## src/rtl/vga_fb_reader.sv

```systemverilog
// vga_fb_reader: pixel-fetch stage between the xvga timing generator and the
// VGA pins. Reads a scaled framebuffer window from a synchronous-read BRAM and
// realigns hsync/vsync/blank with the returned pixel data.
//
// Ports:
//   vclock, reset           pixel clock, synchronous active-high reset
//   hcount_in, vcount_in    raster position from xvga
//   hsync_in, vsync_in      active-low syncs from xvga
//   blank_in                blanking from xvga
//   fb_addr                 BRAM read address (registered)
//   fb_data                 BRAM read data {r,g,b}, valid RD_LAT cycles after fb_addr
//   vga_r/g/b               registered colour output
//   hsync_out, vsync_out    syncs delayed by RD_LAT+2 cycles
//   blank_out               blank delayed by RD_LAT+2 cycles
//
// VGA_H_TOT / VGA_V_TOT are the xvga line and frame totals; they size the
// count ports.
module vga_fb_reader #(
    parameter int unsigned FB_WIDTH    = 256,
    parameter int unsigned FB_HEIGHT   = 192,
    parameter int unsigned SCALE_SHIFT = 2,
    parameter int unsigned X0          = 0,
    parameter int unsigned Y0          = 0,
    parameter int unsigned RD_LAT      = 2,
    parameter logic [11:0] BORDER      = 12'h000,
    parameter int unsigned VGA_H_TOT   = 1344,
    parameter int unsigned VGA_V_TOT   = 806,
    localparam int unsigned HW = $clog2(VGA_H_TOT) + 1,
    localparam int unsigned VW = $clog2(VGA_V_TOT) + 1,
    localparam int unsigned AW = $clog2(FB_WIDTH * FB_HEIGHT)
) (
    input  logic          vclock,
    input  logic          reset,
    input  logic [HW-1:0] hcount_in,
    input  logic [VW-1:0] vcount_in,
    input  logic          hsync_in,
    input  logic          vsync_in,
    input  logic          blank_in,
    output logic [AW-1:0] fb_addr,
    input  logic [11:0]   fb_data,
    output logic [3:0]    vga_r,
    output logic [3:0]    vga_g,
    output logic [3:0]    vga_b,
    output logic          hsync_out,
    output logic          vsync_out,
    output logic          blank_out
);

    localparam int unsigned WIN_W = FB_WIDTH << SCALE_SHIFT;
    localparam int unsigned WIN_H = FB_HEIGHT << SCALE_SHIFT;
    localparam int unsigned L     = RD_LAT + 2;
    localparam int unsigned SW    = (SCALE_SHIFT > 0) ? SCALE_SHIFT : 1;

    localparam logic [HW-1:0] X_LO     = HW'(X0);
    localparam logic [HW-1:0] X_HI     = HW'(X0 + WIN_W);
    localparam logic [HW-1:0] W_LIM    = HW'(WIN_W);
    localparam logic [VW-1:0] Y_LO     = VW'(Y0);
    localparam logic [VW-1:0] H_LIM    = VW'(WIN_H);
    localparam logic [SW-1:0] SUB_MASK = SW'((1 << SCALE_SHIFT) - 1);
    localparam logic [AW-1:0] ROW_STEP = AW'(FB_WIDTH);

    logic          frame_ok_q;
    logic          origin, ok, h_in, v_in, in_win;
    logic [HW:0]   h_rel;
    logic [VW:0]   v_rel;

    logic [AW-1:0] row_base_q, row_base_d;
    logic [AW-1:0] col_q, col_d;
    logic [SW-1:0] line_sub_q, line_sub_d;
    logic [SW-1:0] col_sub_q, col_sub_d;

    logic [L-2:0]  hs_sr_q, vs_sr_q, bl_sr_q, win_sr_q;
    logic [11:0]   rgb_q, rgb_d;
    logic          hs_q, vs_q, bl_q;

    // Window test on offsets from the window origin: the top bit of the
    // widened difference is the borrow, i.e. "position is left of/above X0/Y0".
    always_comb begin
        origin = (hcount_in == '0) && (vcount_in == '0);
        ok     = frame_ok_q | origin;
        h_rel  = {1'b0, hcount_in} - {1'b0, X_LO};
        v_rel  = {1'b0, vcount_in} - {1'b0, Y_LO};
        h_in   = !h_rel[HW] && (h_rel[HW-1:0] < W_LIM);
        v_in   = !v_rel[VW] && (v_rel[VW-1:0] < H_LIM);
        in_win = ok && h_in && v_in;
    end

    // Incremental address generation: col/col_sub walk along the line,
    // row_base/line_sub step down one framebuffer row every 2^S lines.
    always_comb begin
        row_base_d = row_base_q;
        line_sub_d = line_sub_q;
        col_d      = col_q;
        col_sub_d  = col_sub_q;
        if (!ok) begin
            row_base_d = '0;
            line_sub_d = '0;
            col_d      = '0;
            col_sub_d  = '0;
        end else begin
            if (!v_in) begin
                row_base_d = '0;
                line_sub_d = '0;
            end else if (hcount_in == X_HI) begin
                line_sub_d = (line_sub_q + SW'(1)) & SUB_MASK;
                if (line_sub_d == '0)
                    row_base_d = row_base_q + ROW_STEP;
            end
            if (in_win) begin
                if (hcount_in == X_LO) begin
                    col_d     = row_base_q;
                    col_sub_d = SW'(1) & SUB_MASK;
                end else begin
                    // col_sub == 0 here means the previous pixel closed a
                    // 2^S-wide block, so this pixel starts the next column.
                    col_sub_d = (col_sub_q + SW'(1)) & SUB_MASK;
                    if (col_sub_q == '0)
                        col_d = col_q + AW'(1);
                end
            end
        end
    end

    always_comb begin
        rgb_d = BORDER;
        if (bl_sr_q[L-2])
            rgb_d = '0;
        else if (win_sr_q[L-2])
            rgb_d = fb_data;
    end

    always_ff @(posedge vclock) begin
        if (reset) begin
            frame_ok_q <= 1'b0;
            row_base_q <= '0;
            line_sub_q <= '0;
            col_q      <= '0;
            col_sub_q  <= '0;
            hs_sr_q    <= '1;
            vs_sr_q    <= '1;
            bl_sr_q    <= '1;
            win_sr_q   <= '0;
            rgb_q      <= '0;
            hs_q       <= 1'b1;
            vs_q       <= 1'b1;
            bl_q       <= 1'b1;
        end else begin
            frame_ok_q <= ok;
            row_base_q <= row_base_d;
            line_sub_q <= line_sub_d;
            col_q      <= col_d;
            col_sub_q  <= col_sub_d;
            hs_sr_q    <= {hs_sr_q[L-3:0], hsync_in};
            vs_sr_q    <= {vs_sr_q[L-3:0], vsync_in};
            bl_sr_q    <= {bl_sr_q[L-3:0], blank_in};
            win_sr_q   <= {win_sr_q[L-3:0], in_win};
            rgb_q      <= rgb_d;
            hs_q       <= hs_sr_q[L-2];
            vs_q       <= vs_sr_q[L-2];
            bl_q       <= bl_sr_q[L-2];
        end
    end

    assign fb_addr   = col_q;
    assign vga_r     = rgb_q[11:8];
    assign vga_g     = rgb_q[7:4];
    assign vga_b     = rgb_q[3:0];
    assign hsync_out = hs_q;
    assign vsync_out = vs_q;
    assign blank_out = bl_q;

endmodule

```

## config.mk

```make
export PLATFORM = sky130hd
export DESIGN_NAME = vga_fb_reader
export DESIGN_NICKNAME = d
export VERILOG_FILES = /design/src/rtl/vga_fb_reader.sv
export SDC_FILE = /design/constraint.sdc
export NUM_CORES = 1
export LEC_CHECK = 0
export CAP_MARGIN = 20
export CORE_UTILIZATION = 42
export DETAILED_ROUTE_END_ITERATION = 10
export GPL_TIMING_DRIVEN = 0
export PLACE_DENSITY = 0.75
export SYNTH_ARGS = -nofsm -noshare
export SYNTH_HDL_FRONTEND = slang
export SYNTH_SLANG_ARGS = --single-unit
```

## constraint.sdc

```tcl
create_clock -name vclock -period 2.4 [get_ports vclock]
set_input_delay 0.48 -clock vclock [delete_from_list [all_inputs] [get_ports vclock]]
set_output_delay 0.48 -clock vclock [all_outputs]
set_load 0.02 [all_outputs]
```

==> impl_metrics.env <==
export IMPL_grt_overflow=0
export IMPL_drc=0
export IMPL_vias=2197
export IMPL_portBuffers=70
export IMPL_synth_edf_count=0
export IMPL_dpl_cell_area_mm2=0.003184
export IMPL_cts_buffers=5
export IMPL_yosys_area_top_type_share=0.4711
export IMPL_grt_pass1_vias=2036
export IMPL_ys_seq_elements=56
export IMPL_clock_sinks=56
export IMPL_seq_area_frac_synth=0.4711
export IMPL_cts_max_path_buffers=2
export IMPL_wirelength_um=5783
export IMPL_worstSetupPathType="primary input to flip-flop"
export IMPL_ir_drop_mv=0.3498
export IMPL_worstMarginPinSlew_ps=779.0
export IMPL_synthToLayoutAreaGrowth_pct=45.58
export IMPL_cts_tree="done"
export IMPL_cap_viol_max_count=0
export IMPL_wl_per_cell_um=13.77
export IMPL_cp_data_arrival_time_ps=2550
export IMPL_p_leak_nw=1.232
export IMPL_initial_core_util=0.4348
export IMPL_core_area_mm2=0.005473
export IMPL_seqCellArea_mm2=0.001121
export IMPL_fillers=473
export IMPL_clock_latency_ps=310
export IMPL_die_height_um=77.28
export IMPL_ant_nets=0
export IMPL_multi_input_area_mm2=0.001211
export IMPL_setup_tns_ps=0
export IMPL_hold_violations=0
export IMPL_fmax_mhz=427.9
export IMPL_grt_max_degree=19
export IMPL_synthCells=257
export IMPL_setup_viol=0
export IMPL_synth_fp_nets=301
export IMPL_antenna_cells=0
export IMPL_final_area_mm2=0.003465
export IMPL_fin_nets=391
export IMPL_cp_max_fo=4
export IMPL_synthTopCellsByArea="dfxtp_1, and2_1, nor2_1"
export IMPL_cts_reportedPaths_clkPinSlew_ps=100
export IMPL_htreeDepth=2
export IMPL_final_cell_mix="clkdlybuf4s50_1, dfxtp_1, nor2_1"
export IMPL_ys_warn_count=0
export IMPL_layout_commonest_cell="clkdlybuf4s50_1"
export IMPL_grt_first_pass_wirelength_um=9591
export IMPL_hold_class="flip-flop to flip-flop"
export IMPL_hpwl_um=4016
export IMPL_avgViaCountPerCell=5.231
export IMPL_drive_gt1_frac=0.1983
export IMPL_synth_area_per_cell_um2=9.260
export IMPL_antenna_found_initial=0
export IMPL_place_gp_congestion=0.8297
export IMPL_power_mw=1.662
export IMPL_placed_cells=399
export IMPL_globalRouteTotalUtil=0.2045
export IMPL_die_area_mm2=0.005971
export IMPL_cellPowerDensity_mw_per_mm2=479.7
export IMPL_async_flop_share=0
export IMPL_finClkSkew_ps=8.035
export IMPL_die_w_um=77.28
export IMPL_cts_root_buffer="clkbuf_8"
export IMPL_fin_crit_ps=2337
export IMPL_dr_pass1_iters=4
export IMPL_stdcell_count=420
export IMPL_boundaryPins=71
export IMPL_post_route_period_util=0.9737
export IMPL_maxSlewViolCount=0
export IMPL_crit_path_start_kind="primary input"
export IMPL_syn_area_mm2=0.002380
export IMPL_rsz0062_at_grt="false"
export IMPL_whs_ps=407.4
export IMPL_rows=27
export IMPL_synth_top_area_cell="dfxtp_1"
export IMPL_drt_iter0_drc=98
export IMPL_relSlewSlack=0.4764
export IMPL_cp_end_kind="flip-flop"
export IMPL_outcome="completed"
export IMPL_synth_cell_types=45
export IMPL_hold_buffers=0
export IMPL_required_ps=2610
export IMPL_synth_main_ff_cell="dfxtp_1"
-- sequential cells by signal, indices dropped and copies added, names as in the netlist, 2 cells and up --
name	count
row_base_q	8
fb_addr	16
hs_sr_q	3
line_sub_q	2
win_sr_q	3
vs_sr_q	3
rgb_q	12
col_sub_q	2
bl_sr_q	3
-- cell families (layout without fill, tap and decap cells) --
kind of cell    count (synthesis)  after routing  synth area share
compound gates                 42             42            0.1314
xor+xnor                        8              8           0.02944
fa+ha+maj                       4              4           0.02103
buf+inv                        22            113           0.04574
flops                          56             56            0.4711
mux                             2              2          0.008413
simple gates                  123            123            0.2929
-- final timing paths --
| check | slack (ps) | to | cells after the start | startpoint |
|---|---|---|---|---|
| setup / recovery | 60 | fb_addr[4] | 8 | hcount_in[6] |
| hold / removal | 410 | vsync_out | 1 | vs_sr_q[2] |
| setup reg to reg | 310 | fb_addr[10] | 6 | fb_addr[0] |
| hold reg to reg | 410 | vsync_out | 1 | vs_sr_q[2] |
-- metal layers --
layer,global-route usage,wire length (µm),up-vias
met1,0.2672,2630,1027
met5,0,0,-
met3,0.04048,270,12
met2,0.3301,2787,56
met4,0.07925,94,0
li1,-,-,1102
-- where the power goes --
group	switching, mW	leakage (nW)	total, mW	internal (mW)
logic	0.0281	0.721	0.0923	0.0642
registers	0.00121	0.453	0.937	0.935
clock network	0.319	0.0583	0.633	0.315
-- critical path, stage by stage --
cell	delay, ps
clkdlybuf4s15_1	160
or4_4	530
or4_4	520
buf_8	150
o211ai_4	180
nand2_4	120
buf_6	140
o31a_2	270
-- through the flow --
stage,setup WS (ps),utilization
final,63.10,0.6331
after floorplan,-126.2,-
after global routing,19.87,0.6331
after global placement,-754.6,0.5818
after detailed placement,-756.9,0.5818
after CTS,1.885,0.6271
-- what timing repair did --
item / in CTS / in global routing
setup buffers: 12 / 3
pin swaps: 10 / 6
gates cloned: 1 / 0
resized for setup: 32 / 5
endpoints found under the setup margin: 29 / 11
-- cells in the mapped netlist, types with 3 or more instances --
cell,n
xnor2_1,4
nor2b_1,3
clkbuf_1,5
and3_1,5
nor2_1,20
ha_1,4
a21oi_1,7
or3_1,3
nand3_1,12
a31oi_1,5
and2_1,15
nand4_1,6
buf_2,3
nor3_1,6
nand2b_1,3
inv_1,10
or4_1,4
o32ai_1,5
o31ai_1,5
xor2_1,4
dfxtp_1,56
nand2_1,17
or2_2,12
a22oi_1,4
o21a_1,3
a31o_2,4
o21ai_0,3
nor4_1,6
-- final cells by class --
class / count / share of cell area
plain buffers: 9 / 0.01986
inverters: 10 / 0.01083
multi-input cells: 179 / 0.3496
well taps: 72 / 0.02600
repair buffers: 86 / 0.2365
flip-flops and latches: 56 / 0.3236
clock buffers: 5 / 0.01986
clock inverters: 3 / 0.01372
No activity file was read; power rests on OpenSTA's default activity.
==> RTL edit 1 (config.mk and constraints unchanged) <==
Set the parameter `FB_WIDTH` to 512 (it was 256).
--- a/src/rtl/vga_fb_reader.sv
+++ b/src/rtl/vga_fb_reader.sv
@@ -16,7 +16,7 @@
 // VGA_H_TOT / VGA_V_TOT are the xvga line and frame totals; they size the
 // count ports.
 module vga_fb_reader #(
-    parameter int unsigned FB_WIDTH    = 256,
+    parameter int unsigned FB_WIDTH    = 512,
     parameter int unsigned FB_HEIGHT   = 192,
     parameter int unsigned SCALE_SHIFT = 2,
     parameter int unsigned X0          = 0,
Ports: changed (resized fb_addr); port bits go from 71 to 72. The function was not compared with the original's and may differ.
==> RTL edit 1 against the original RTL <==
Power is 16% higher. Highest routed layer unchanged. Die area increased by 1.3%. Wire length up 2.2%. Worst setup slack better by 0.023 ns. Count of clock-buffer cells in the layout rose by 6. Via count grew 6.0%. Synthesized area rose by 1.4%. Largest power group unchanged. Sequential cell count is 1 higher. Design area rose by 2.5%. Final cell count increased by 4.5%.
==> RTL edit 1: results (changes against the original RTL) <==
[synthesis]
syn_nets=315  ; +4.7%
netlist_top_cells_count=dfxtp_1, a21oi_1, nand2_1, nor2_1, and2_1
synth-adder-area-share_pct=2.07  ; -0.028 points
synth_cell_types=44  ; -2.2%
synth-compound-area-share_pct=15.4  ; +2.3 points
synthMuxAreaShare_pct=0.415  ; -0.43 points
synth-xor-area-share_pct=2.90  ; -0.040 points
syn_avg_cell_area_um2=8.90  ; -3.9%

[global_routing]
grt_usage_pct=20.9  ; +0.47 points
grt_max_degree=11  ; -8
grt_pass1_vias=2108  ; +3.5%

[setup_path]
reg2reg_depth=5  ; -1
worstPathArrival_ns=2.48  ; -0.07 ns
rrSetupSlack_ns=0.13  ; -0.18 ns

[pwr]
pg_seq_uw=954  ; +2%

[finish]
drive_gt1_share_pct=15.5  ; -4.3 points

[timing]
tightestPinTransition_ns=1.05  ; +0.270 ns
skew_ns=0.00975  ; +0.00172 ns

[hold_path]
min_from=bl_sr_q[1]

[clocking]
numCtsBuffers=9  ; +4
h-tree-depth=3  ; +1

[placement]
port_buffers=71  ; +1.4%
gp_congestion=0.868  ; +4.6%

[outcome]
status=complete, no violations

[routing]
via_per_inst=5.31  ; +1.4%

[RTL edit 1: routing by layer]
metal	up-vias	part of all wire [%]	GRT usage (%)
met3	7	5.1	4.35
li1	1171	-	-
met1	1092	44	26.2
met2	59	49	33.8
met5	-	0	0
met4	0	1.4	10.8
[RTL edit 1: layout make-up]
cell class	count	area [um^2]	area share [%]
timing repair buffer	80	774	21.8
sequential	57	1140	32.1
clock buffer	11	141	3.98
inverter	7	26.3	0.740
buffer	9	38.8	1.09
multi-input combinational	198	1280	36.2
clock inverter	5	55.1	1.55
tap	72	90.1	2.54
[RTL edit 1: worst max path at each step]
stage	startpoint	end	slack [ns]	cells past startpoint
4_1_cts	hcount_in[0]	fb_addr[13]	0.02	7
5_1_grt	fb_addr[0]	fb_addr[15]	0.008	5
3_5_place_dp	vcount_in[8]	fb_addr[6]	-0.76	6
2_1_floorplan	hcount_in[2]	fb_addr[13]	0.01	6
6_report	hcount_in[2]	fb_addr[13]	0.09	6
3_3_place_gp	hcount_in[2]	fb_addr[12]	-0.77	7
[RTL edit 1: through the flow]
step	power (mW)	cell area, um^2	setup TNS (ns)	util [%]	hold WS [ns]
3_3_place_gp	1.06	3210	-19.12	58.4	0.391
2_1_floorplan	0.992	2410	0	-	0.389
3_5_place_dp	1.06	3210	-19.14	58.4	0.393
5_1_grt	2.01	3550	0	64.5	0.421
4_1_cts	1.95	3530	0	64.2	0.409
6_report	1.93	3550	0	64.5	0.405
[RTL edit 1: what timing repair did]
item | 4_1_cts | 5_1_grt
gates resized for setup | 26 | 11
endpoints found under the setup margin | 31 | 23
pin swaps | 11 | 5
setup buffers | 9 | 0
gates cloned | 1 | 0
==> RTL edit 2 (config.mk and constraints unchanged) <==
Without the edit above. Add an input register stage for `hcount_in`, cleared by the reset; this delays it by one clock. The other inputs are not delayed to match.
--- a/src/rtl/vga_fb_reader.sv
+++ b/src/rtl/vga_fb_reader.sv
@@ -59,6 +59,16 @@
     localparam logic [SW-1:0] SUB_MASK = SW'((1 << SCALE_SHIFT) - 1);
     localparam logic [AW-1:0] ROW_STEP = AW'(FB_WIDTH);
 
+    logic [HW-1:0] hcount_q;
+
+    always_ff @(posedge vclock) begin
+        if (reset) begin
+            hcount_q <= '0;
+        end else begin
+            hcount_q <= hcount_in;
+        end
+    end
+
     logic          frame_ok_q;
     logic          origin, ok, h_in, v_in, in_win;
     logic [HW:0]   h_rel;
@@ -76,9 +86,9 @@
     // Window test on offsets from the window origin: the top bit of the
     // widened difference is the borrow, i.e. "position is left of/above X0/Y0".
     always_comb begin
-        origin = (hcount_in == '0) && (vcount_in == '0);
+        origin = (hcount_q == '0) && (vcount_in == '0);
         ok     = frame_ok_q | origin;
-        h_rel  = {1'b0, hcount_in} - {1'b0, X_LO};
+        h_rel  = {1'b0, hcount_q} - {1'b0, X_LO};
         v_rel  = {1'b0, vcount_in} - {1'b0, Y_LO};
         h_in   = !h_rel[HW] && (h_rel[HW-1:0] < W_LIM);
         v_in   = !v_rel[VW] && (v_rel[VW-1:0] < H_LIM);
@@ -101,13 +111,13 @@
             if (!v_in) begin
                 row_base_d = '0;
                 line_sub_d = '0;
-            end else if (hcount_in == X_HI) begin
+            end else if (hcount_q == X_HI) begin
                 line_sub_d = (line_sub_q + SW'(1)) & SUB_MASK;
                 if (line_sub_d == '0)
                     row_base_d = row_base_q + ROW_STEP;
             end
             if (in_win) begin
-                if (hcount_in == X_LO) begin
+                if (hcount_q == X_LO) begin
                     col_d     = row_base_q;
                     col_sub_d = SW'(1) & SUB_MASK;
                 end else begin
Behaviour: not the same (a bounded check fails within 10 cycles, from zero or initial values and one cycle with reset high).
==> RTL edit 2 against the original RTL <==
Sequential cell count increased by 12. Design area increased by 7.2%. Power increased by 33%. Highest routed layer unchanged. Wire length increased by 7.3%. Worst setup slack improved by 0.19 ns. Synthesized area increased by 14%. Largest power group unchanged. Largest cell class is now sequential cells. Final cell count increased by 6.9%. Via count increased by 9.2%. First-iteration DRC count increased by 61%. Synthesized cell count increased by 12%.
==> RTL edit 2: results (changes against the original RTL) <==
[hold_path]
holdPathEnd=bl_sr_q[1]
min_from=bl_sr_q[0]

[setup_path]
slowest_stage=nor3_1
rrSetupSlack_ns=0.34  ; +0.03 ns
regToRegStartpoint=hcount_q[6]
cp-startpoint=vcount_in[8]
max_stage_delay_ns=0.51  ; -0.02 ns
crit_family=compound AO/OA/AOI/OAI gates
crit_fanout=6  ; +2
r2r-end=fb_addr[12]
worstPathArrival_ns=2.39  ; -0.16 ns

[global_routing]
grt_usage_pct=20.1  ; -0.40 points
use_met2_pct=32.1  ; -0.94 points
grt_util_met3_pct=9.45  ; +5.4 points
grt_pass1_wl_mm=10.1  ; +5.7%
grt_max_degree=14  ; -5
use_met1_pct=23.3  ; -3.4 points
grt_pass1_vias=2241  ; +10%

[routing]
via_count=2399  ; +9.2%
wire_per_inst_um=13.8  ; +0.35%
totalWireLength_mm=6.20  ; +7.3%
first_iter_violations=158  ; +61%

[clocking]
worst_skew_pair.late_latency_ns=0.34  ; +0.03 ns
path_clk_slew_ns=0.08  ; -0.02 ns
cts_resized=0  ; -100%
numCtsBuffers=9  ; +4
h-tree-depth=3  ; +1
postCtsSetupRepairBufs=0  ; -12

[synthesis]
syn_avg_cell_area_um2=9.44  ; +1.9%
synth_cell_types=48  ; +6.7%
synth.top_cells.by_area=dfxtp_1, nor2b_1, nand2_1
netlist_top_cells_count=dfxtp_1, nand2_1, nor2_1
syn_nets=332  ; +10%
yosys_warnings=0  ; unchanged
ys_seq_area_share_pct=50.1  ; +3.0 points

[timing]
holdWs_ns=0.408  ; +0.000506 ns
tightestPinTransition_ns=0.587  ; -0.192 ns
skew_ns=0.0121  ; +0.00407 ns

[finish]
drive_gt1_share_pct=11.8  ; -8.1 points
fin_nets=413  ; +5.6%

[placement]
hpwl_mm=4.56  ; +14%
gp_congestion=0.893  ; +7.6%
dp_worst_setup_slack_ns=-0.0671  ; +0.690 ns

[outcome]
status=complete, no violations

[pwr]
power_frac_clock_pct=42.4  ; +4.3 points
intPower_mw=1.71  ; +30%
vdd_drop_max_uv=391  ; +12%
leakage_nw=1.30  ; +5.5%

RTL edit 2: cell count changes after synthesis, sizes merged, moves of 4 or more:
cell	unedited run	this run
dfxtp	56	68
nor3	6	10
a21oi	7	15
a32o	1	5
a22oi	4	0
o32ai	5	0
nor2b	3	14
nand2	18	24
RTL edit 2: through the flow:
step / total power, mW / cell area, um^2
2_1_floorplan: 1.22 / 2720
3_3_place_gp: 1.30 / 3510
3_5_place_dp: 1.30 / 3510
4_1_cts: 2.24 / 3710
5_1_grt: 2.30 / 3710
6_report: 2.21 / 3710
RTL edit 2: final cells by class:
class / count / area, um^2
Fill cell: 544 / 2380
Sequential cell: 68 / 1360
Multi-Input combinational cell: 201 / 1270
Timing Repair Buffer: 70 / 701
Clock buffer: 9 / 124
Tap cell: 75 / 93.8
Clock inverter: 7 / 76.3
Buffer: 11 / 55.1
Inverter: 8 / 30.0
RTL edit 2: worst reg2reg max path: stages (launching register included):
cell,delay (ns)
dfxtp_1,0.32
nor4_2,0.51
and3_1,0.30
a41o_1,0.28
nand2_2,0.12
inv_1,0.26
a32o_1,0.23
RTL edit 2: cells by family after synthesis:
group / synth area share, %
and+or+nand+nor: 29.1
AOI/OAI and AO/OA: 12.6
adders and majority gates: 1.84
muxes: 0.737
DFF: 50.1
xor gates and xnor gates: 2.58
buffers and inverters: 3.13
RTL edit 2: how the worst max path moves through the flow:
stage / endpoint / slack, ns
finish: fb_addr[7] / 0.25
CTS: fb_addr[1] / 0.31
global route: fb_addr[7] / 0.14
floorplan: fb_addr[11] / 0.41
detailed placement: fb_addr[1] / -0.07
global placement: fb_addr[1] / -0.09
RTL edit 2: metal layers:
metal	part of all wire (%)	vias to the layer above
met5	0	-
met4	1.8	0
met3	10	12
met2	46	119
met1	42	1078
li1	-	1190
